## src/rtl/msrv32_pkg.sv

```systemverilog
// rtl/msrv32_pkg.sv - shared encodings, FSM states and alignment check for the MSRV32 data-memory path
package msrv32_pkg;

   // load_size / store size encodings; 2'b11 is handled as a word
   localparam logic [1:0] LS_BYTE = 2'b00;
   localparam logic [1:0] LS_HALF = 2'b01;
   localparam logic [1:0] LS_WORD = 2'b10;

   typedef enum logic {
      IDLE = 1'b0,
      REQ  = 1'b1
   } state_t;

   // Halves need an even address, words (and the 2'b11 alias) a word-aligned one.
   function automatic logic is_misaligned(input logic [1:0] size, input logic [1:0] off);
      logic mis;
      case (size)
         LS_BYTE: mis = 1'b0;
         LS_HALF: mis = off[0];
         default: mis = (off != 2'b00);
      endcase
      return mis;
   endfunction

endpackage

```

## src/rtl/msrv32_load_align.sv

```systemverilog
// rtl/msrv32_load_align.sv - lane extraction and sign/zero extension of a bus read word
// Ports:
//   rdata_in    : 32-bit word returned by the responder
//   off_in      : byte offset of the access within the word
//   size_in     : LS_BYTE / LS_HALF / LS_WORD (2'b11 treated as word)
//   unsigned_in : zero-extend instead of sign-extend
//   data_out    : extended 32-bit load result
module msrv32_load_align
   import msrv32_pkg::*;
(
   input  logic [31:0] rdata_in,
   input  logic [1:0]  off_in,
   input  logic [1:0]  size_in,
   input  logic        unsigned_in,
   output logic [31:0] data_out
);

   logic [7:0]  w_byte;
   logic [15:0] w_half;

   always_comb begin
      w_byte = rdata_in[7:0];
      case (off_in)
         2'd0: w_byte = rdata_in[7:0];
         2'd1: w_byte = rdata_in[15:8];
         2'd2: w_byte = rdata_in[23:16];
         2'd3: w_byte = rdata_in[31:24];
         default: w_byte = rdata_in[7:0];
      endcase
      w_half = off_in[1] ? rdata_in[31:16] : rdata_in[15:0];

      data_out = rdata_in;
      case (size_in)
         LS_BYTE: data_out = {{24{w_byte[7] & ~unsigned_in}}, w_byte};
         LS_HALF: data_out = {{16{w_half[15] & ~unsigned_in}}, w_half};
         default: data_out = rdata_in;
      endcase
   end

endmodule

```

## src/rtl/msrv32_dmem_bus_ctrl.sv

```systemverilog
// rtl/msrv32_dmem_bus_ctrl.sv - req/ack data-memory bus initiator with stall, timeout and misalignment reporting
// Ports:
//   clk_in, reset_in        : clock, synchronous active-high reset
//   mem_req_in, mem_wr_in   : stage-3 load/store request and direction
//   iadder_in, rs2_in       : effective byte address, store data
//   load_size_in, load_unsigned_in : access size and zero-extend flag
//   dmem_ack_in, dmem_rdata_in     : responder completion and read word
//   dmem_req_out .. dmem_wr_mask_out : registered bus request fields
//   stall_out               : combinational pipeline hold
//   load_data_out, load_valid_out  : extended load result and its pulse
//   misaligned_out, bus_error_out  : rejection and timeout pulses
module msrv32_dmem_bus_ctrl
   import msrv32_pkg::*;
#(
   parameter int          ACK_TIMEOUT  = 16,
   parameter logic [31:0] BOOT_ADDRESS = 32'h0000_0000
) (
   input  logic        clk_in,
   input  logic        reset_in,
   input  logic        mem_req_in,
   input  logic        mem_wr_in,
   input  logic [31:0] iadder_in,
   input  logic [31:0] rs2_in,
   input  logic [1:0]  load_size_in,
   input  logic        load_unsigned_in,
   input  logic        dmem_ack_in,
   input  logic [31:0] dmem_rdata_in,
   output logic        dmem_req_out,
   output logic        dmem_wr_out,
   output logic [31:0] dmem_addr_out,
   output logic [31:0] dmem_wdata_out,
   output logic [3:0]  dmem_wr_mask_out,
   output logic        stall_out,
   output logic [31:0] load_data_out,
   output logic        load_valid_out,
   output logic        misaligned_out,
   output logic        bus_error_out
);

   localparam int CW = (ACK_TIMEOUT > 1) ? $clog2(ACK_TIMEOUT) : 1;

   state_t      r_state;
   state_t      w_next;
   logic [CW-1:0] r_cnt;
   logic [1:0]  r_off;
   logic [1:0]  r_size;
   logic        r_unsigned;
   logic [31:0] w_align_data;
   logic [31:0] w_wdata;
   logic [3:0]  w_mask;
   logic        w_mis;
   logic        w_accept;
   logic        w_hit;

   msrv32_load_align u_align (
      .rdata_in    (dmem_rdata_in),
      .off_in      (r_off),
      .size_in     (r_size),
      .unsigned_in (r_unsigned),
      .data_out    (w_align_data)
   );

   always_comb begin
      w_mis    = is_misaligned(load_size_in, iadder_in[1:0]);
      w_accept = (r_state == IDLE) && mem_req_in && !w_mis;
      // Ack in the same cycle as the last counted cycle wins over the abort.
      w_hit    = (ACK_TIMEOUT != 0) && (r_state == REQ) && !dmem_ack_in
                 && (r_cnt == CW'(ACK_TIMEOUT - 1));

      w_next    = r_state;
      stall_out = 1'b0;
      case (r_state)
         IDLE: begin
            stall_out = w_accept;
            if (w_accept) w_next = REQ;
         end
         REQ: begin
            stall_out = !dmem_ack_in && !w_hit;
            if (dmem_ack_in || w_hit) w_next = IDLE;
         end
         default: w_next = IDLE;
      endcase

      // Lane replication lets the responder pick bytes by mask alone.
      case (load_size_in)
         LS_BYTE: begin
            w_wdata = {4{rs2_in[7:0]}};
            w_mask  = 4'b0001 << iadder_in[1:0];
         end
         LS_HALF: begin
            w_wdata = {2{rs2_in[15:0]}};
            w_mask  = 4'b0011 << iadder_in[1:0];
         end
         default: begin
            w_wdata = rs2_in;
            w_mask  = 4'b1111;
         end
      endcase
   end

   assign dmem_req_out = (r_state == REQ);

   always_ff @(posedge clk_in) begin
      if (reset_in) begin
         r_state          <= IDLE;
         r_cnt            <= '0;
         r_off            <= 2'b00;
         r_size           <= 2'b00;
         r_unsigned       <= 1'b0;
         dmem_wr_out      <= 1'b0;
         dmem_addr_out    <= BOOT_ADDRESS;
         dmem_wdata_out   <= 32'h0;
         dmem_wr_mask_out <= 4'b0000;
         load_data_out    <= 32'h0;
         load_valid_out   <= 1'b0;
         misaligned_out   <= 1'b0;
         bus_error_out    <= 1'b0;
      end else begin
         r_state        <= w_next;
         load_valid_out <= 1'b0;
         misaligned_out <= 1'b0;
         bus_error_out  <= 1'b0;
         case (r_state)
            IDLE: begin
               if (mem_req_in && w_mis) misaligned_out <= 1'b1;
               if (w_accept) begin
                  r_cnt            <= '0;
                  r_off            <= iadder_in[1:0];
                  r_size           <= load_size_in;
                  r_unsigned       <= load_unsigned_in;
                  dmem_wr_out      <= mem_wr_in;
                  dmem_addr_out    <= {iadder_in[31:2], 2'b00};
                  dmem_wdata_out   <= w_wdata;
                  dmem_wr_mask_out <= mem_wr_in ? w_mask : 4'b0000;
               end
            end
            REQ: begin
               if (dmem_ack_in) begin
                  r_cnt <= '0;
                  if (!dmem_wr_out) begin
                     load_data_out  <= w_align_data;
                     load_valid_out <= 1'b1;
                  end
               end else if (w_hit) begin
                  r_cnt         <= '0;
                  bus_error_out <= 1'b1;
               end else begin
                  r_cnt <= r_cnt + CW'(1);
               end
            end
            default: r_cnt <= '0;
         endcase
      end
   end

endmodule

```

## config.mk

```make
export PLATFORM = sky130hd
export DESIGN_NAME = msrv32_dmem_bus_ctrl
export DESIGN_NICKNAME = d
export VERILOG_FILES = /design/src/rtl/msrv32_pkg.sv /design/src/rtl/msrv32_load_align.sv /design/src/rtl/msrv32_dmem_bus_ctrl.sv
export SDC_FILE = /design/constraint.sdc
export NUM_CORES = 1
export LEC_CHECK = 0
export BUFFER_PORTS_ARGS = -buffer_cell sky130_fd_sc_hd__buf_2
export CAP_MARGIN = 20
export CORE_MARGIN = 1
export CORE_UTILIZATION = 45
export CTS_CLUSTER_DIAMETER = 120
export DETAILED_ROUTE_END_ITERATION = 16
export PLACE_DENSITY = 0.79
export SYNTH_ARGS = -nofsm -noshare
export SYNTH_HDL_FRONTEND = slang
export SYNTH_HIERARCHICAL = 1
export SYNTH_SLANG_ARGS = --single-unit
```

## constraint.sdc

```tcl
create_clock -name clk_in -period 1.93 [get_ports clk_in]
set_input_delay 0.0965 -clock clk_in [delete_from_list [all_inputs] [get_ports clk_in]]
set_output_delay 0.0965 -clock clk_in [all_outputs]
set_load 0.02 [all_outputs]
```

### Word level (Yosys, flattened, before mapping)

Index checks and enable logic that the tools add are counted.

* bits in registers: 112
* bits of input ports: 104

* add/subtract/negate cells: 1
* eq/ne operators: 7
* shift-type cells: 2
* mux-type cells: 18
* bitwise logic cells: 6
* reductions and logical operators: 19

Operator list (count)
* one-hot mux 32 bit (2 select lines): 2
* one-hot mux 8 bit (4 select lines): 1
* 2-to-1 mux 16 bit: 1
* 2-to-1 mux 4 bit: 4
* one-hot mux 4 bit (2 select lines): 2
* equality test 2 x 1 -> 1 bit, second input constant: 3
* logical AND 1 bit: 6
* logical NOT 2 bit: 3
* one-hot mux 1 bit (2 select lines): 3
* OR reduction 3 bit: 2
* 2-to-1 mux 1 bit: 5
* adder 4 x 1 -> 4 bit, second input constant: 1
* equality test 2 bit, second input constant: 2
* equality test 4 bit, second input constant: 1
* NOT 1 bit: 4
* left shift 1 x 2 -> 4 bit, first input constant: 1
* left shift 2 x 2 -> 4 bit, first input constant: 1
* logical NOT 1 bit: 3
* AND reduction 3 bit: 1
* bitwise AND 1 bit: 2
* inequality test 2 bit, second input constant: 1
* AND reduction 2 bit: 1
* nonzero test 2 bit: 1
* OR reduction 2 bit: 1
* logical OR 1 bit: 1

### Depth between registers and ports, before layout

Gate-level depths: netlist (run 1).

* word-level depth: 6
* depth in mapped cells: 9

### Cells and area by module

The synthesis (run 1) kept the hierarchy.

Modules (own cells, without submodules)
* msrv32_dmem_bus_ctrl: times used 1, cells each 565, area each 5057.4 um^2, seq. area each 2242.2 um^2
* msrv32_load_align: times used 1, cells each 133, area each 983.4 um^2, seq. area each 0.0 um^2

### Least setup slack after synthesis (run 1)

Ideal clock, no wire load.

* path kind: reg-to-reg
* start: register r_off[0]
* end: register load_data_out[21]
* library setup time: 0.132 ns
* arrival: 1.586 ns
* slack: 0.211 ns
* stages on the path, launching flop included: 8
* cells stage by stage: dfxtp_1 buf_2 mux2_2 a32oi_2 buf_6 o211ai_2 nand2_1 a21oi_1

* longest elaborated chain between the ends: 4
* elaborated cells between the ends (all ways): 7
* those cells by class: 3 x eq/ne; 2 x mux; 1 x bitwise; 1 x reduce/logical

Ends and longest elaborated chain
* from (decl): line msrv32_dmem_bus_ctrl.sv:45 `logic [1:0] r_off;`
* from (signal assigned): line msrv32_dmem_bus_ctrl.sv:128 `r_off <= iadder_in[1:0];`
* equality test 2 bit, or another cell as far along: line msrv32_load_align.sv:23 `case (off_in)`
* one-hot mux 8 bit (4 select lines) *: line msrv32_load_align.sv:23
* bitwise AND 1 bit *: line msrv32_load_align.sv:34 `LS_BYTE: data_out = {{24{w_byte[7] & ~unsigned_in}}, w_byte};`
* one-hot mux 32 bit (2 select lines) *: line msrv32_load_align.sv:33 `case (size_in)`
* net w_align_data[21]: line msrv32_dmem_bus_ctrl.sv:48 `logic [31:0] w_align_data;`
* to (signal assigned): line msrv32_dmem_bus_ctrl.sv:141 `load_data_out <= w_align_data;`
* to (decl): line msrv32_dmem_bus_ctrl.sv:34 `output logic [31:0] load_data_out,`

Mark *: on every way through the listed nets, which the timed path passes. The rest lies on a longest branch.
A chain may end at the register's enable or synchronous reset.

### Worst setup path after layout (run 1)

* start: register r_state, in the netlist dmem_req_out
* end: output stall_out

* longest elaborated chain between the ends: 5
* elaborated cells between the ends (all ways): 8
* those cells by class: 1 x mux; 1 x bitwise; 6 x reduce/logical

Ends and longest elaborated chain
* from (decl): line msrv32_dmem_bus_ctrl.sv:42 `state_t r_state;`
* from (signal assigned): line msrv32_dmem_bus_ctrl.sv:119 `r_state <= w_next;`
* logical AND 1 bit: line msrv32_dmem_bus_ctrl.sv:67 `w_hit = (ACK_TIMEOUT != 0) && (r_state == REQ) && !dmem_ack_in`
* logical AND 1 bit: line msrv32_dmem_bus_ctrl.sv:68 `&& (r_cnt == CW'(ACK_TIMEOUT - 1));`
* logical NOT 1 bit: line msrv32_dmem_bus_ctrl.sv:78 `stall_out = !dmem_ack_in && !w_hit;`
* logical AND 1 bit: line msrv32_dmem_bus_ctrl.sv:78
* one-hot mux 1 bit (2 select lines) *: line msrv32_dmem_bus_ctrl.sv:72 `case (r_state)`
* to (decl): line msrv32_dmem_bus_ctrl.sv:33 `output logic stall_out,`

Every way passes the cells marked *; elsewhere a longest branch is shown, timed or not.

==> results.cfg, run 1 <==
[pwr]
p_leak_uw = 0.00325
power.density_nw_per_um2 = 758
power.internal_uw = 3990
pwr-share-seq_pct = 44.1
power_uw = 5630
p_switching_uw = 1640
peakVddDrop_uv = 606
comb_power_share_pct = 21.9
p_clk_share_pct = 34.0
sw_frac_of_total_pct = 29.1

[detailed_routing]
routed_via_density = 5.77
wire_per_inst_um = 16.7
wl_um = 17400
via_count = 6000
drc = 0
antenna_left = 0
dr.pass1.iters = 5
initialDrtViolationCount = 578

[layout]
final_area_um2 = 7420
drive_gt1_share_pct = 35.2
area_growth_pct = 22.9
antenna-diode-count = 0
layout.nets = 967
fill_cells = 1202

[yosys]
synth-compound-area-share_pct = 29.9
synth_most_common_cell = dfxtp_1
netlist_instances = 698
synth_top_area_share_pct = 37.1
synth_top_cell_by_area = dfxtp_1
synthMuxAreaShare_pct = 10.1
yosys.area_share.simple_pct = 14.7
synth_top_family_by_area = compound AO/OA/AOI/OAI gates
yosysWarnings = 6
ys_seq_area_share_pct = 37.1
ys.flop_type = dfxtp_1
yosys.area_share.xor_xnor_pct = 0
ys_async_sr_fraction_pct = 0
synthTopCellsByArea = dfxtp_1 37%, o211ai_1 7.8%, a21oi_1 7.8%, nand2_1 6.6%, o31ai_1 5.5%
synth_cell_types = 47
syn_area_um2 = 6040
synth-edff-count = 0
synth_adder_area_share_pct = 0.207
synthTopCellsByCount = 112 x dfxtp_1, 107 x nand2_1, 94 x a21oi_1
ys_seq_elements = 112
avgSynthCellArea_um2 = 8.65

[floorplan]
num_rows = 41
core_um2 = 12900
die_w_um = 118
dieArea_um2 = 13900
die_h_um = 118
io_pins = 210
start_util_pct = 46.9

[cts]
cts_buffers = 9
h-tree-depth = 3
clk_latency_ps = 350
clkSlewWorstSetupHoldPaths_ps = 70
cts_max_path_buffers = 2
cts_root_buf = clkbuf_16
cts.sinks = 112
cts_tree = built

[timing]
fin_crit_ps = 1680
setup_tns_ps = 0
hold_viol = 0
slew_headroom_pct = 45.1
setup_slack_ps = 246
min_period_over_period_pct = 87.3
hold_ws_ps = 9.84
clock_skew_ps = 7.24
tightest_slew_ps = 823
drv_slew = 0
fmax_mhz = 594
rsz0062_at_grt = no
setup_viol = 0

[place]
dp_hpwl_um = 12000
place_congestion = 0.911
port_buffers = 207
post-place-ws_ps = 273
dpl_cell_area_um2 = 7110

[critical_path]
start_kind = register
critical_path_class = register to primary output
crit_start = dmem_req_out$_SDFF_PP0_
required_ps = 1830
crit_chain = buf_4 > nor2b_1 > nand2_1 > nand2_1 > buf_2
worst-path-buf-inv = 2
cp_common_cell = nand2_1
critical_path.max_stage_delay_ps = 380
crit_arrival_ps = 1590
cp-end-kind = primary output
crit_fanout = 6
cp_top_family = simple AND/OR/NAND/NOR gates
crit_slowest_cell = dfxtp_1
r2r-start = r_off[0]$_SDFFE_PP0P_

[global_routing]
gr-usage-all-layers_pct = 24.7
grt_max_degree = 52
grt_pass1_vias = 5537
grt_antenna_before_repair = 0
grt_overflow_total = 0
grt_pass1_wl_um = 27800

[outcome]
status = finished clean

[worst_hold_path]
hold_path.class = input pin to register
hp-start = iadder_in[4]

[run]
cap_viol_max_count = 0
## per-stage QoR
stage,std cells,utilization [%]
floorplan,699,-
global placement,1022,55.3
detailed placement,1022,55.3
CTS,1039,57.7
global route,1039,57.7
finish,1039,57.7
## path summary, 6_finish.rpt
kind / endpoint / slack (ps) / depth (start not counted)
setup / recovery: stall_out / 250 / 5
hold / removal: dmem_addr_out[4]$_SDFFE_PP0P_ / 10 / 3
setup reg to reg: load_data_out[11]$_SDFFE_PP0P_ / 260 / 6
hold reg to reg: load_data_out[0]$_SDFFE_PP0P_ / 450 / 2
## worst min-delay path, stage by stage
cell and delay, ps:
buf_2 100, o211ai_1 60, a21oi_1 60
## timing repair
item                                   CTS  global route
endpoints found under the hold margin    1             0
buffers inserted                         0             0
hold buffers                             1             0
resized for setup                        0             0
## power by group through the flow
stage	Combinational [uW]	Sequential (uW)	Clock (uW)
2_1_floorplan	704	2660	0
6_report	1230	2480	1910
5_1_grt	1330	2500	2050
3_5_place_dp	1220	2540	0
4_1_cts	1230	2480	1960
3_3_place_gp	1200	2530	0
## routing by layer
metal,vias up,track usage [%],share of wire (%)
met5,-,0,0
met4,0,9.70,2.6
met3,36,6.78,7.2
met2,264,39.1,47
met1,2825,31.7,44
li1,2875,-,-
## final cells by class
cell class,count,area [um^2],area share (%)
sequential,112,2240,30.2
timing repair buffer,237,1300,17.6
clock inverter,3,40.0,0.539
clock buffer,13,260,3.51
tap,172,215,2.90
inverter,4,15.0,0.202
multi-input combinational,498,3350,45.1
## state kept, by name, indices dropped and copies added, names as in the netlist
signal	flops
dmem_wr_out	1
load_valid_out	1
dmem_wdata_out	32
dmem_req_out	1
r_cnt	4
load_data_out	32
bus_error_out	1
misaligned_out	1
r_unsigned	1
r_off	2
r_size	2
dmem_wr_mask_out	4
dmem_addr_out	30
## cells by family after synthesis
logic type,count (synthesis)
other cells,1
flops,112
compound gates,264
fa+ha+maj,1
buf+inv,89
simple gates,184
mux,47
## cell usage in the layout (no fill, tap or decap), types with 8 or more instances in the layout
cell,Yosys,final
nor2b_1,30,29
clkbuf_16,0,9
buf_2,32,206
mux2_2,12,12
o211a_1,8,8
o211ai_2,10,10
a21oi_1,94,94
nand2b_1,11,10
o31ai_1,44,44
dfxtp_1,112,112
o22ai_1,8,8
nor2_1,8,8
nand2_1,107,107
mux2i_1,21,21
o21ai_0,11,11
a211oi_1,8,8
o211ai_1,63,63
o221ai_1,8,8
buf_4,9,27
Power figures use the tool's default switching activity.
==> run 2, diff against run 1 <==
PLACE_DENSITY = 0.82   (was 0.79)
SYNTH_HIERARCHICAL = default   (was 1)
==> results.cfg, run 2 <==
[outcome]
status = finished clean

[detailed_routing]
antenna_left = 0
wl_met3_um = 1210
via_count = 5236
wl_um = 15200
topRoutingLayerUsed = met4
initialDrtViolationCount = 338
drc = 0
wire_per_inst_um = 15.9
dr.pass1.iters = 6
met2_length_um = 7230
routed_via_density = 5.46
wl_met1_um = 6230

[yosys]
avgSynthCellArea_um2 = 8.26
synthTopCellsByCount = 131 x nand2_1, 112 x dfxtp_1, 79 x a21oi_1
ys_seq_area_share_pct = 45.7
synth_top_cell_by_area = dfxtp_1
synth_most_common_cell = nand2_1
ys_seq_elements = 112
yosysWarnings = 0
ys.flop_type = dfxtp_1
ys_async_sr_fraction_pct = 0
netlist_instances = 593
syn_area_um2 = 4900
synth-edff-count = 0
synth_cell_types = 48
synthTopCellsByArea = dfxtp_1 46%, nand2_1 10%, a21oi_1 8.1%, o21ai_0 4.1%, mux2i_1 3.9%
synth_top_area_share_pct = 45.7

[pwr]
p_leak_uw = 0.00301
power.density_nw_per_um2 = 741
peakVddDrop_uv = 476

[cts]
cts_tree = built
clk_latency_ps = 360
cts_root_buf = clkbuf_8
cts_setup_buffers = 0
cts_buffers = 9
cts_max_path_buffers = 2
clkSlewWorstSetupHoldPaths_ps = 120
h-tree-depth = 3
cts.sinks = 112

[floorplan]
dieArea_um2 = 11300
io_pins = 210
num_rows = 37
start_util_pct = 46.8
die_w_um = 106
core_um2 = 10500
die_h_um = 106

[global_routing]
grt_antenna_before_repair = 0
grt_overflow_total = 0
gr-usage-all-layers_pct = 26.4
grt_max_degree = 44
grt_pass1_vias = 4998
grt_pass1_wl_um = 24000

[place]
dp.cells = 906
place_congestion = 0.818
port_buffers = 207
dp_hpwl_um = 10300

[timing]
fin_crit_ps = 1760
clock_skew_ps = 21.3
setup_viol = 0
hold_viol = 0
fmax_mhz = 569
min_period_over_period_pct = 91.0
setup_tns_ps = 0
rsz0062_at_grt = no
drv_slew = 0

[layout]
final_util_pct = 63.0
drive_gt1_share_pct = 32.4
area_growth_pct = 34.6
final_cell_mix = 206 x buf_2, 131 x nand2_1, 111 x dfxtp_1
top_regs = dmem_wdata_out: 32 flops, load_data_out: 32 flops, dmem_addr_out: 30 flops
final_cells = 959
antenna-diode-count = 0
layout.nets = 923
layout_commonest_cell = buf_2

[critical_path]
worst-path-buf-inv = 2
cp-end-kind = register
critical_path_class = register to register
start_kind = register
critical_path.max_stage_delay_ps = 510
crit_slowest_cell = and4_2
crit_chain = inv_1 > and4_2 > buf_4 > nand2_1 > a21oi_1
crit_arrival_ps = 2040
cp_top_family = simple AND/OR/NAND/NOR gates
crit_fanout = 20
required_ps = 2220

[worst_hold_path]
hold_path.class = input pin to register

[run]
cap_viol_max_count = 0
[run 2: kinds of logic after synthesis]
family,Yosys count,synth area share (%)
AND/OR/NAND/NOR,220,19.6
AO/OA/AOI/OAI,178,23.0
flip-flops,112,45.7
buffers and inverters,54,5.67
multiplexers,26,5.49
adder cells (fa/ha/maj),1,0.255
other,1,0.0765
XOR/XNOR,1,0.179
[run 2: stage by stage]
step | hold slack, ps | cell area, um^2 | power [uW] | setup WS (ps)
floorplan | 232 | 4900 | 3080 | 426
global placement | 338 | 6020 | 3400 | 275
detailed placement | 343 | 6020 | 3420 | 205
CTS | 2.10 | 6600 | 4910 | 182
global route | 9.38 | 6600 | 5110 | 44.0
finish | 18.8 | 6600 | 4890 | 174
[run 2: final cells by class]
type / instances / area (um^2)
clock buffers: 11 / 141
fillers: 909 / 3870
multi-input cells: 428 / 2390
inverters: 4 / 15.0
clock inverters: 5 / 63.8
well taps: 136 / 170
repair buffers: 263 / 1580
flip-flops and latches: 112 / 2240
[run 2: final timing paths]
path / slack [ps] / startpoint / cells past startpoint / end
max: 170 / dmem_req_out$_SDFF_PP0_ / 5 / dmem_addr_out[19]$_SDFFE_PP0P_
min: 20 / dmem_rdata_in[14] / 3 / load_data_out[14]$_SDFFE_PP0P_
max reg2reg: 170 / dmem_req_out$_SDFF_PP0_ / 5 / dmem_addr_out[19]$_SDFFE_PP0P_
min reg2reg: 460 / dmem_wdata_out[29]$_SDFFE_PP0P_ / 2 / dmem_wdata_out[29]$_SDFFE_PP0P_
[run 2: repair_timing]
action / CTS / global route
setup endpoints to repair: 0 / 5
resized for setup: 0 / 1
hold buffers: 37 / 0
hold endpoints to repair: 37 / 0
[run 2: worst register-to-register path, delay by kind of cell (launching register included)]
family	cells	cell delay [ps]
and+or+nand+nor	2	640
AOI/OAI and AO/OA	1	170
DFF	1	390
buffers and inverters	2	500
[run 2: where the power goes]
| group | switching [uW] | internal (uW) |
|---|---|---|
| clock network | 804 | 648 |
| registers | 66.6 | 2420 |
| logic | 569 | 379 |
| total | 1440 | 3450 |
[run 2: layer usage]
layer	vias up	global-route usage, %
met4	0	12.8
met5	-	0
met1	2421	31.9
met2	240	44.2
met3	50	5.64
li1	2525	-
==> run 3, diff against run 2 <==
CELL_PAD_IN_SITES_DETAIL_PLACEMENT = 0   (was default)
CELL_PAD_IN_SITES_GLOBAL_PLACEMENT = 1   (was default)
CORE_UTILIZATION = 34   (was 45)
PLACE_DENSITY = 0.86   (was 0.82)
TNS_END_PERCENT = 100   (was default)
==> results.cfg, run 3 (same netlist as run 2, synthesis figures left out) <==
[pwr]
sw_frac_of_total_pct = 29.8
power.internal_uw = 3710
p_clk_share_pct = 35.0
comb_power_share_pct = 17.9
pwr-share-seq_pct = 47.1
p_leak_uw = 0.00305
power_uw = 5280
p_switching_uw = 1580
peakVddDrop_uv = 580
power.density_nw_per_um2 = 783

[layout]
top_regs = dmem_wdata_out: 32 flops, load_data_out: 32 flops, dmem_addr_out: 30 flops
ff_latch_area_um2 = 2240
area_growth_pct = 37.7
final_cell_mix = 206 x buf_2, 131 x nand2_1, 111 x dfxtp_1
drive_gt1_share_pct = 32.8
layout.nets = 925
final_area_um2 = 6750
antenna-diode-count = 0
fill_cells = 1369
final_util_pct = 48.2
multi_input_area_um2 = 2390
layout_commonest_cell = buf_2

[global_routing]
grt_pass1_wl_um = 24000
grt_antenna_before_repair = 0
grt_max_degree = 44
gr-usage-all-layers_pct = 20.4
grt_overflow_total = 0
grt_pass1_vias = 4821

[cts]
cts_tree = built
h-tree-depth = 3
cts_setup_buffers = 0
cts.sinks = 112
clk_latency_ps = 360
clkSlewWorstSetupHoldPaths_ps = 80
cts_buffers = 9
cts_root_buf = clkbuf_16
cts_max_path_buffers = 2

[place]
port_buffers = 207
place_congestion = 0.823
dp_hpwl_um = 11000
dpl_cell_area_um2 = 6100

[critical_path]
start_kind = register
crit_arrival_ps = 1680
ff2ff_path_depth = 4
critical_path_class = register to primary output
cp-end-kind = primary output
crit_fanout = 16
required_ps = 1830

[timing]
hold_ws_ps = 20.3
tightest_slew_ps = 674
fin_crit_ps = 1770
hold_viol = 0
setup_viol = 0
clock_skew_ps = 10.4
setup_tns_ps = 0
fmax_mhz = 564
rsz0062_at_grt = no
drv_slew = 0
slew_headroom_pct = 54.9
min_period_over_period_pct = 91.8

[detailed_routing]
via_count = 5067
wire_per_inst_um = 15.5
routed_via_density = 5.04
drc = 0
dr.pass1.iters = 4
wl_um = 15600
initialDrtViolationCount = 276
antenna_left = 0

[floorplan]
num_rows = 43
die_h_um = 122
io_pins = 210
dieArea_um2 = 14900
start_util_pct = 35.0
die_w_um = 122
core_um2 = 14000

[worst_hold_path]
whs_path_depth = 3
hold_path.class = input pin to register

[outcome]
status = finished clean

[run]
cap_viol_max_count = 0
[run 3: cell types whose count changed in the layout (fill, tap and decap cells not counted), sizes merged]
cell	before	now
buf	226	229
inv	5	8
clkbuf	11	9
bufinv	1	0
clkinv	2	1
clkinvlp	1	2
dlygate4sd3	37	36
[run 3: critical path: stages (launching register included)]
cell and delay [ps]:
dfxtp_1 440, inv_1 160, nand4_2 100, buf_4 230
o21ai_0 180, buf_2 200
[run 3: cell type report]
type	count	area share [%]
Inverter	4	0.223
Sequential cell	112	33.3
Multi-Input combinational cell	428	35.4
Timing Repair Buffer	265	23.6
Clock buffer	9	3.34
Clock inverter	7	0.909
Tap cell	180	3.34
[run 3: repair_timing]
item | 4_1_cts | 5_1_grt
resized for setup | 0 | 1
hold buffers | 36 | 0
setup endpoints to repair | 0 | 4
endpoints found under the hold margin | 36 | 0
[run 3: worst paths after layout]
kind / from / end / slack (ps)
min reg2reg: dmem_addr_out[21]$_SDFFE_PP0P_ / dmem_addr_out[21]$_SDFFE_PP0P_ / 450
max: dmem_req_out$_SDFF_PP0_ / stall_out / 160
min: rs2_in[6] / dmem_wdata_out[6]$_SDFFE_PP0P_ / 20
max reg2reg: r_size[0]$_SDFFE_PP0P_ / load_data_out[2]$_SDFFE_PP0P_ / 230
[run 3: power by group through the flow]
stage | clock, uW | sequential, uW | combinational (uW)
after global placement | 0 | 2540 | 886
after global routing | 2000 | 2500 | 1030
after floorplan | 0 | 2660 | 413
after detailed placement | 0 | 2540 | 889
final | 1850 | 2490 | 949
after CTS | 1900 | 2490 | 948
[run 3: metal layers]
| layer | wire (um) | track usage (%) |
|---|---|---|
| met1 | 6740 | 25.1 |
| met2 | 7400 | 33.5 |
| met3 | 1250 | 6.69 |
| met4 | 187 | 6.71 |
| met5 | 0 | 0 |
[run 3: per-stage QoR]
step	setup slack, ps	cells
floorplan	426	594
detailed placement	162	953
finish	158	1005
global route	17.0	1005
CTS	138	1005
global placement	220	953
